--- src/rtl/mpu_clock_gen_if.sv ---
// Control, breakpoint and pulse-output bundle between the front panel logic
// and the 6502 phase-2 clock generator.
interface mpu_clock_gen_if #(
  parameter int DIV_WIDTH   = 16,
  parameter int BURST_WIDTH = 8,
  parameter int ADDR_WIDTH  = 16
);

  logic [1:0]             mode;
  logic [DIV_WIDTH-1:0]   half_period;
  logic                   step;
  logic [BURST_WIDTH-1:0] burst_len;
  logic                   bp_en;
  logic [ADDR_WIDTH-1:0]  bp_addr;
  logic                   bp_clear;
  logic [ADDR_WIDTH-1:0]  addr_bus;

  logic                   mpu_clk;
  logic                   phi2_rise;
  logic                   phi2_fall;
  logic                   busy;
  logic                   bp_hit;
  logic [31:0]            cycle_count;

  modport master (
    output mode, half_period, step, burst_len, bp_en, bp_addr, bp_clear, addr_bus,
    input  mpu_clk, phi2_rise, phi2_fall, busy, bp_hit, cycle_count
  );

  modport slave (
    input  mode, half_period, step, burst_len, bp_en, bp_addr, bp_clear, addr_bus,
    output mpu_clk, phi2_rise, phi2_fall, busy, bp_hit, cycle_count
  );

endinterface

--- src/rtl/mpu_clock_gen.sv ---
// Programmable 6502 phase-2 clock generator with halt, run, single-step,
// burst and address-breakpoint control. All outputs are registered.
module mpu_clock_gen #(
  parameter int DIV_WIDTH   = 16,
  parameter int BURST_WIDTH = 8,
  parameter int ADDR_WIDTH  = 16
) (
  input  logic           clk,
  input  logic           rst,
  mpu_clock_gen_if.slave bus
);

  typedef enum logic [1:0] {
    ST_IDLE = 2'd0,
    ST_HIGH = 2'd1,
    ST_LOW  = 2'd2
  } state_t;

  localparam logic [1:0] MODE_HALT  = 2'd0;
  localparam logic [1:0] MODE_RUN   = 2'd1;
  localparam logic [1:0] MODE_STEP  = 2'd2;
  localparam logic [1:0] MODE_BURST = 2'd3;

  state_t                 r_state;
  logic [DIV_WIDTH-1:0]   r_phaseCnt;
  logic [DIV_WIDTH-1:0]   r_phaseLen;
  logic [BURST_WIDTH-1:0] r_remaining;
  logic                   r_mpuClk;
  logic                   r_rise;
  logic                   r_fall;
  logic                   r_busy;
  logic                   r_bpHit;
  logic [31:0]            r_cycleCount;

  state_t                 w_state;
  logic [DIV_WIDTH-1:0]   w_phaseCnt;
  logic [DIV_WIDTH-1:0]   w_phaseLen;
  logic [BURST_WIDTH-1:0] w_remaining;
  logic                   w_mpuClk;
  logic                   w_rise;
  logic                   w_fall;
  logic                   w_busy;
  logic                   w_bpHit;
  logic [31:0]            w_cycleCount;

  logic [DIV_WIDTH-1:0]   w_heff;
  logic [ADDR_WIDTH-1:0]  w_addr;
  logic                   w_phaseDone;
  logic                   w_bpMatch;
  logic                   w_runOk;
  logic                   w_setHit;

  // Each phase length is latched on entry so a mid-phase half_period change never makes a runt.
  assign w_heff      = (bus.half_period == '0) ? DIV_WIDTH'(1) : bus.half_period;
  assign w_phaseDone = (r_phaseCnt == (r_phaseLen - DIV_WIDTH'(1)));
  assign w_addr      = bus.addr_bus;
  assign w_bpMatch   = bus.bp_en && (w_addr == bus.bp_addr);
  assign w_runOk     = (bus.mode == MODE_RUN) && !r_bpHit;

  always_ff @(posedge clk) begin
    if (rst) begin
      r_state      <= ST_IDLE;
      r_phaseCnt   <= '0;
      r_phaseLen   <= DIV_WIDTH'(1);
      r_remaining  <= '0;
      r_mpuClk     <= 1'b0;
      r_rise       <= 1'b0;
      r_fall       <= 1'b0;
      r_busy       <= 1'b0;
      r_bpHit      <= 1'b0;
      r_cycleCount <= '0;
    end else begin
      r_state      <= w_state;
      r_phaseCnt   <= w_phaseCnt;
      r_phaseLen   <= w_phaseLen;
      r_remaining  <= w_remaining;
      r_mpuClk     <= w_mpuClk;
      r_rise       <= w_rise;
      r_fall       <= w_fall;
      r_busy       <= w_busy;
      r_bpHit      <= w_bpHit;
      r_cycleCount <= w_cycleCount;
    end
  end

  always_comb begin
    w_state      = r_state;
    w_phaseCnt   = r_phaseCnt;
    w_phaseLen   = r_phaseLen;
    w_remaining  = r_remaining;
    w_mpuClk     = r_mpuClk;
    w_rise       = 1'b0;
    w_fall       = 1'b0;
    w_busy       = r_busy;
    w_bpHit      = r_bpHit;
    w_cycleCount = r_cycleCount;
    w_setHit     = 1'b0;

    unique case (r_state)
      ST_IDLE: begin
        w_mpuClk = 1'b0;
        w_busy   = 1'b0;
        if ((w_runOk) ||
            (bus.mode == MODE_STEP && bus.step) ||
            (bus.mode == MODE_BURST && bus.step && bus.burst_len != '0)) begin
          w_state     = ST_HIGH;
          w_mpuClk    = 1'b1;
          w_rise      = 1'b1;
          w_busy      = 1'b1;
          w_phaseCnt  = '0;
          w_phaseLen  = w_heff;
          w_remaining = (bus.mode == MODE_BURST) ? bus.burst_len - BURST_WIDTH'(1) : '0;
        end
      end

      ST_HIGH: begin
        if (w_phaseDone) begin
          w_state      = ST_LOW;
          w_mpuClk     = 1'b0;
          w_fall       = 1'b1;
          w_phaseCnt   = '0;
          w_phaseLen   = w_heff;
          w_cycleCount = r_cycleCount + 32'd1;
          if (w_bpMatch) begin
            w_setHit    = 1'b1;
            w_remaining = '0;
          end
        end else begin
          w_phaseCnt = r_phaseCnt + DIV_WIDTH'(1);
        end
      end

      ST_LOW: begin
        if (w_phaseDone) begin
          w_phaseCnt = '0;
          w_phaseLen = w_heff;
          if (w_runOk) begin
            w_state  = ST_HIGH;
            w_mpuClk = 1'b1;
            w_rise   = 1'b1;
          end else if (bus.mode == MODE_BURST && r_remaining != '0) begin
            w_state     = ST_HIGH;
            w_mpuClk    = 1'b1;
            w_rise      = 1'b1;
            w_remaining = r_remaining - BURST_WIDTH'(1);
          end else begin
            w_state = ST_IDLE;
            w_busy  = 1'b0;
          end
        end else begin
          w_phaseCnt = r_phaseCnt + DIV_WIDTH'(1);
        end
      end

      default: begin
        w_state  = ST_IDLE;
        w_mpuClk = 1'b0;
        w_busy   = 1'b0;
      end
    endcase

    // A hit on the same edge as bp_clear wins so a breakpoint is never lost.
    if (w_setHit) begin
      w_bpHit = 1'b1;
    end else if (bus.bp_clear) begin
      w_bpHit = 1'b0;
    end
  end

  assign bus.mpu_clk     = r_mpuClk;
  assign bus.phi2_rise   = r_rise;
  assign bus.phi2_fall   = r_fall;
  assign bus.busy        = r_busy;
  assign bus.bp_hit      = r_bpHit;
  assign bus.cycle_count = r_cycleCount;

endmodule

--- src/flat_wrapper.sv ---
// flat-port wrapper written by rule: the top's interface ports become plain ports
module mpu_clock_gen_flat 
#(
  parameter int DIV_WIDTH   = 16,
  parameter int BURST_WIDTH = 8,
  parameter int ADDR_WIDTH  = 16
)
  (clk, rst, bus_mode, bus_half_period, bus_step, bus_burst_len, bus_bp_en, bus_bp_addr, bus_bp_clear, bus_addr_bus, bus_mpu_clk, bus_phi2_rise, bus_phi2_fall, bus_busy, bus_bp_hit, bus_cycle_count);
  mpu_clock_gen_if #(.DIV_WIDTH(DIV_WIDTH), .BURST_WIDTH(BURST_WIDTH), .ADDR_WIDTH(ADDR_WIDTH)) bus_i ();
  input  logic clk;
  input  logic rst;
  input wire logic [$bits(bus_i.mode)-1:0] bus_mode;
  input wire logic [$bits(bus_i.half_period)-1:0] bus_half_period;
  input wire logic [$bits(bus_i.step)-1:0] bus_step;
  input wire logic [$bits(bus_i.burst_len)-1:0] bus_burst_len;
  input wire logic [$bits(bus_i.bp_en)-1:0] bus_bp_en;
  input wire logic [$bits(bus_i.bp_addr)-1:0] bus_bp_addr;
  input wire logic [$bits(bus_i.bp_clear)-1:0] bus_bp_clear;
  input wire logic [$bits(bus_i.addr_bus)-1:0] bus_addr_bus;
  output wire logic [$bits(bus_i.mpu_clk)-1:0] bus_mpu_clk;
  output wire logic [$bits(bus_i.phi2_rise)-1:0] bus_phi2_rise;
  output wire logic [$bits(bus_i.phi2_fall)-1:0] bus_phi2_fall;
  output wire logic [$bits(bus_i.busy)-1:0] bus_busy;
  output wire logic [$bits(bus_i.bp_hit)-1:0] bus_bp_hit;
  output wire logic [$bits(bus_i.cycle_count)-1:0] bus_cycle_count;
  assign bus_i.mode = bus_mode;
  assign bus_i.half_period = bus_half_period;
  assign bus_i.step = bus_step;
  assign bus_i.burst_len = bus_burst_len;
  assign bus_i.bp_en = bus_bp_en;
  assign bus_i.bp_addr = bus_bp_addr;
  assign bus_i.bp_clear = bus_bp_clear;
  assign bus_i.addr_bus = bus_addr_bus;
  assign bus_mpu_clk = bus_i.mpu_clk;
  assign bus_phi2_rise = bus_i.phi2_rise;
  assign bus_phi2_fall = bus_i.phi2_fall;
  assign bus_busy = bus_i.busy;
  assign bus_bp_hit = bus_i.bp_hit;
  assign bus_cycle_count = bus_i.cycle_count;
  mpu_clock_gen #(.DIV_WIDTH(DIV_WIDTH), .BURST_WIDTH(BURST_WIDTH), .ADDR_WIDTH(ADDR_WIDTH)) u_core (.clk(clk), .rst(rst), .bus(bus_i));
endmodule
--- config.mk ---
export PLATFORM = sky130hd
export DESIGN_NAME = mpu_clock_gen_flat
export DESIGN_NICKNAME = d
export VERILOG_FILES = /design/src/rtl/mpu_clock_gen_if.sv /design/src/rtl/mpu_clock_gen.sv /design/src/flat_wrapper.sv
export SDC_FILE = /design/constraint.sdc
export NUM_CORES = 1
export LEC_CHECK = 0
export CAP_MARGIN = 30
export CORE_ASPECT_RATIO = 0.5
export CORE_MARGIN = 1
export CORE_UTILIZATION = 51
export DETAILED_ROUTE_END_ITERATION = 6
export GPL_ROUTABILITY_DRIVEN = 0
export GPL_TIMING_DRIVEN = 0
export PLACE_DENSITY = 0.89
export RECOVER_POWER = 25
export SLEW_MARGIN = 40
export SYNTH_ARGS = -nofsm -noshare
export SYNTH_HDL_FRONTEND = slang
export SYNTH_SLANG_ARGS = --single-unit
--- constraint.sdc ---
create_clock -name clk -period 3.8 [get_ports clk]
set_input_delay 0.95 -clock clk [delete_from_list [all_inputs] [get_ports clk]]
set_output_delay 0.95 -clock clk [all_outputs]
set_load 0.05 [all_outputs]
==> run_results.csv <==
group,metric,value,unit
final_layout,antennaDiodeCount,0,
routing,firstDrtPassIters,5,
logic_synthesis,syn-num-nets,632,
routing,routed-via-count,4524,
floorplan,num_io_pins,100,
hold_path,holdCritPathClass,"flop to flop",
logic_synthesis,synth.avg_cell_area,8.19,µm²
routing,wl,11700,µm
timing,setup_viol,0,
timing,fmax,279,MHz
global_route,grt_pass1_wl,19300,µm
routing,wire_per_inst,14.9,µm
clock_network,root_buffer,"clkbuf_16",
job,max_cap_viol_count,0,
timing,maxSlewHeadroom,50.7,%
clock_network,clk_pin_slew_worst_paths,0.06,ns
power,power.total,2.43,mW
clock_network,insertion_delay,0.34,ns
power,combPwrFrac,28.4,%
floorplan,die-area,9360,µm²
logic_synthesis,yosys.cell_types.count,57,
placement,numPortBuffers,99,
power,power_density,406,nW/µm²
floorplan,die_y,68.9,µm
routing,drc,0,
timing,worst_pin_slew,0.739,ns
setup_path,r2r-start,"u_core.r_phaseLen[0]",
logic_synthesis,ys_seq_elements,79,
floorplan,initial_core_util,54.8,%
placement,hpwl,8880,µm
power,p_switching,0.771,mW
setup_path,worstSetupEndpointType,"flop",
logic_synthesis,synth_ff_type,"dfxtp_1",
timing,period_needed,3.58,ns
power,clkPwrFrac,32.8,%
final_layout,nNetsFinal,741,
setup_path,crit_path_max_fanout,10,
timing,hold_viol,0,
final_layout,final_util,71.8,%
final_layout,area_growth,31.1,%
clock_network,cts_buffer_depth,2,
clock_network,cts_tree,"done",
global_route,grt_antenna_before_repair,0,
routing,drt_iter0_drc,209,
clock_network,cts_max_level,3,
setup_path,required,4.01,ns
floorplan,row_count,23,
clock_network,cts.sinks,79,
floorplan,die_w,136,µm
global_route,overflow,0,
clock_network,cts_setup_buffers,0,
setup_path,reg2regPathDepth,13,
logic_synthesis,yosysWarnings,0,
timing,period_share,94.2,%
logic_synthesis,syn_inst,558,
setup_path,criticalPathCategory,"input port to flop",
routing,vias_per_cell,5.77,
final_layout,drive_above_1_share,4.91,%
global_route,grt_max_degree,13,
timing,slew_violations,0,
power,p_leak,2.24,nW
hold_path,hold_path_depth,2,
power,seq_power_share,38.8,%
floorplan,coreArea,8350,µm²
setup_path,crit_path_start,"bus_burst_len[4]",
global_route,grt_pass1_vias,4219,
timing,skew,0.00550,ns
logic_synthesis,async_flop_share,0,%
logic_synthesis,synth_seq_area_share,34.6,%
power,irDropWorstVdd,0.263,mV
logic_synthesis,synth-edff-count,0,
power,internal_power,1.66,mW
clock_network,cts_buffers,9,
setup_path,arrival,3.79,ns
setup_path,worst_setup_path_start_kind,"input port",
hold_path,min_from,"u_core.bus.cycle_count[31]",
global_route,grt_use_total,26.5,%
final_layout,fill_cells,669,
status,outcome,"finished clean",
timing,rsz0062_at_grt,"no",
power,switching_share,31.7,%
routing,ant_nets,0,
logic_synthesis,syn_area,4570,µm²
-- power by group through the flow --
stage	clock network (mW)	logic (mW)	registers [mW]
floorplan	0	0.462	0.964
global placement	0	0.647	0.957
detailed placement	0	0.673	0.961
CTS	0.814	0.679	0.943
global route	0.857	0.758	0.952
finish	0.798	0.690	0.944
-- per-stage QoR --
stage | TNS [ns] | std cells | cell area, µm² | hold WS [ns] | setup WS [ns]
floorplan | 0 | 558 | 4570 | 0.465 | 0.629
global placement | -4.16 | 769 | 5700 | 0.468 | -0.237
detailed placement | -4.77 | 769 | 5710 | 0.490 | -0.273
CTS | 0 | 785 | 5990 | 0.497 | 0.00532
global route | 0 | 784 | 5990 | 0.510 | 0.0270
finish | 0 | 784 | 5990 | 0.493 | 0.220
-- sequential cells by signal (all words and copies together), names as in the netlist --
signal / flops
u_core.bus.busy: 1
u_core.r_remaining: 8
u_core.r_state: 2
u_core.bus.phi2_fall: 1
u_core.r_phaseCnt: 16
u_core.bus.bp_hit: 1
u_core.bus.mpu_clk: 1
u_core.bus.cycle_count: 32
u_core.bus.phi2_rise: 1
u_core.r_phaseLen: 16
-- cell usage in the layout (no fill, tap or decap), types with 3 or more instances in the layout --
master / instances
a211oi_1: 3
a41oi_1: 3
dlygate4sd3_1: 29
o21ai_0: 27
inv_1: 19
or3_1: 24
buf_2: 7
o211ai_1: 3
and2_1: 5
nand4_1: 13
o31ai_1: 11
clkbuf_16: 9
and3_1: 9
nand3_1: 25
clkdlybuf4s50_1: 70
or4_1: 9
clkbuf_1: 19
nor4_1: 11
mux2i_1: 19
nor3_1: 17
xor2_1: 30
nor2_1: 61
a31oi_1: 3
a21oi_1: 36
ha_1: 11
nand2_1: 28
dfxtp_1: 79
xnor2_1: 30
o22ai_1: 4
o311ai_0: 5
nand3b_1: 3
nand2b_1: 6
-- per-layer routing --
layer / routed length (µm) / part of all wire [%] / GRT usage [%]
met5: 0 / 0 / 0
met4: 132 / 1.1 / 9.17
met3: 678 / 5.8 / 5.92
met2: 5660 / 49 / 47.5
met1: 5190 / 45 / 32.0
-- path summary, 6_finish.rpt --
kind	endpoint	slack, ns
worst max-delay path	u_core.r_phaseLen[9]	0.22
worst min-delay path	u_core.bus.cycle_count[31]	0.49
worst max register to register	u_core.bus.cycle_count[29]	0.33
worst min register to register	u_core.bus.cycle_count[31]	0.49
-- critical path, stage by stage --
cell	delay (ns)
clkdlybuf4s50_1	0.45
or4_1	0.58
o311ai_1	0.48
and3_1	0.31
nor2_1	0.05
o21ai_0	0.07
buf_2	0.27
buf_2	0.34
mux2i_1	0.23
nor2_1	0.05
-- cell type report --
class	count	area, µm²	area share, %
Clock buffer	13	260	4.35
Tap cell	112	140	2.34
Inverter	19	71.3	1.19
Multi-Input combinational cell	434	2820	47.0
Buffer	25	110	1.84
Timing Repair Buffer	99	991	16.5
Sequential cell	79	1580	26.4
Clock inverter	3	17.5	0.293
-- synth_stat cells (4+ instances only) --
library cell,instances,area (µm²)
dfxtp_1,79,1580
nor2_1,61,229
a21oi_1,36,180
xnor2_1,30,263
xor2_1,30,263
nand2_1,28,105
o21ai_0,28,140
nand3_1,25,125
or3_1,24,150
inv_1,19,71.3
mux2i_1,19,190
clkbuf_1,18,67.6
nor3_1,17,85.1
nand4_1,13,81.3
ha_1,11,138
nor4_1,11,68.8
o31ai_1,11,82.6
and3_1,9,56.3
or4_1,9,67.6
buf_2,7,35.0
nand2b_1,6,37.5
o311ai_0,6,52.6
and2_1,5,31.3
o22ai_1,4,25.0
-- timing repair --
item | 4_1_cts | 5_1_grt
hold buffers | 0 | 0
hold endpoints to repair | 0 | 0
setup endpoints to repair | 0 | 55
gates resized for setup | 0 | 4
-- cells by family after synthesis --
family	share of synthesized area, %
compound gates	16.5
simple gates	26.2
mux	4.16
xor+xnor	11.5
fa+ha+maj	3.01
flops	34.6
buf+inv	4.05
(Power assumes the default switching activity.)
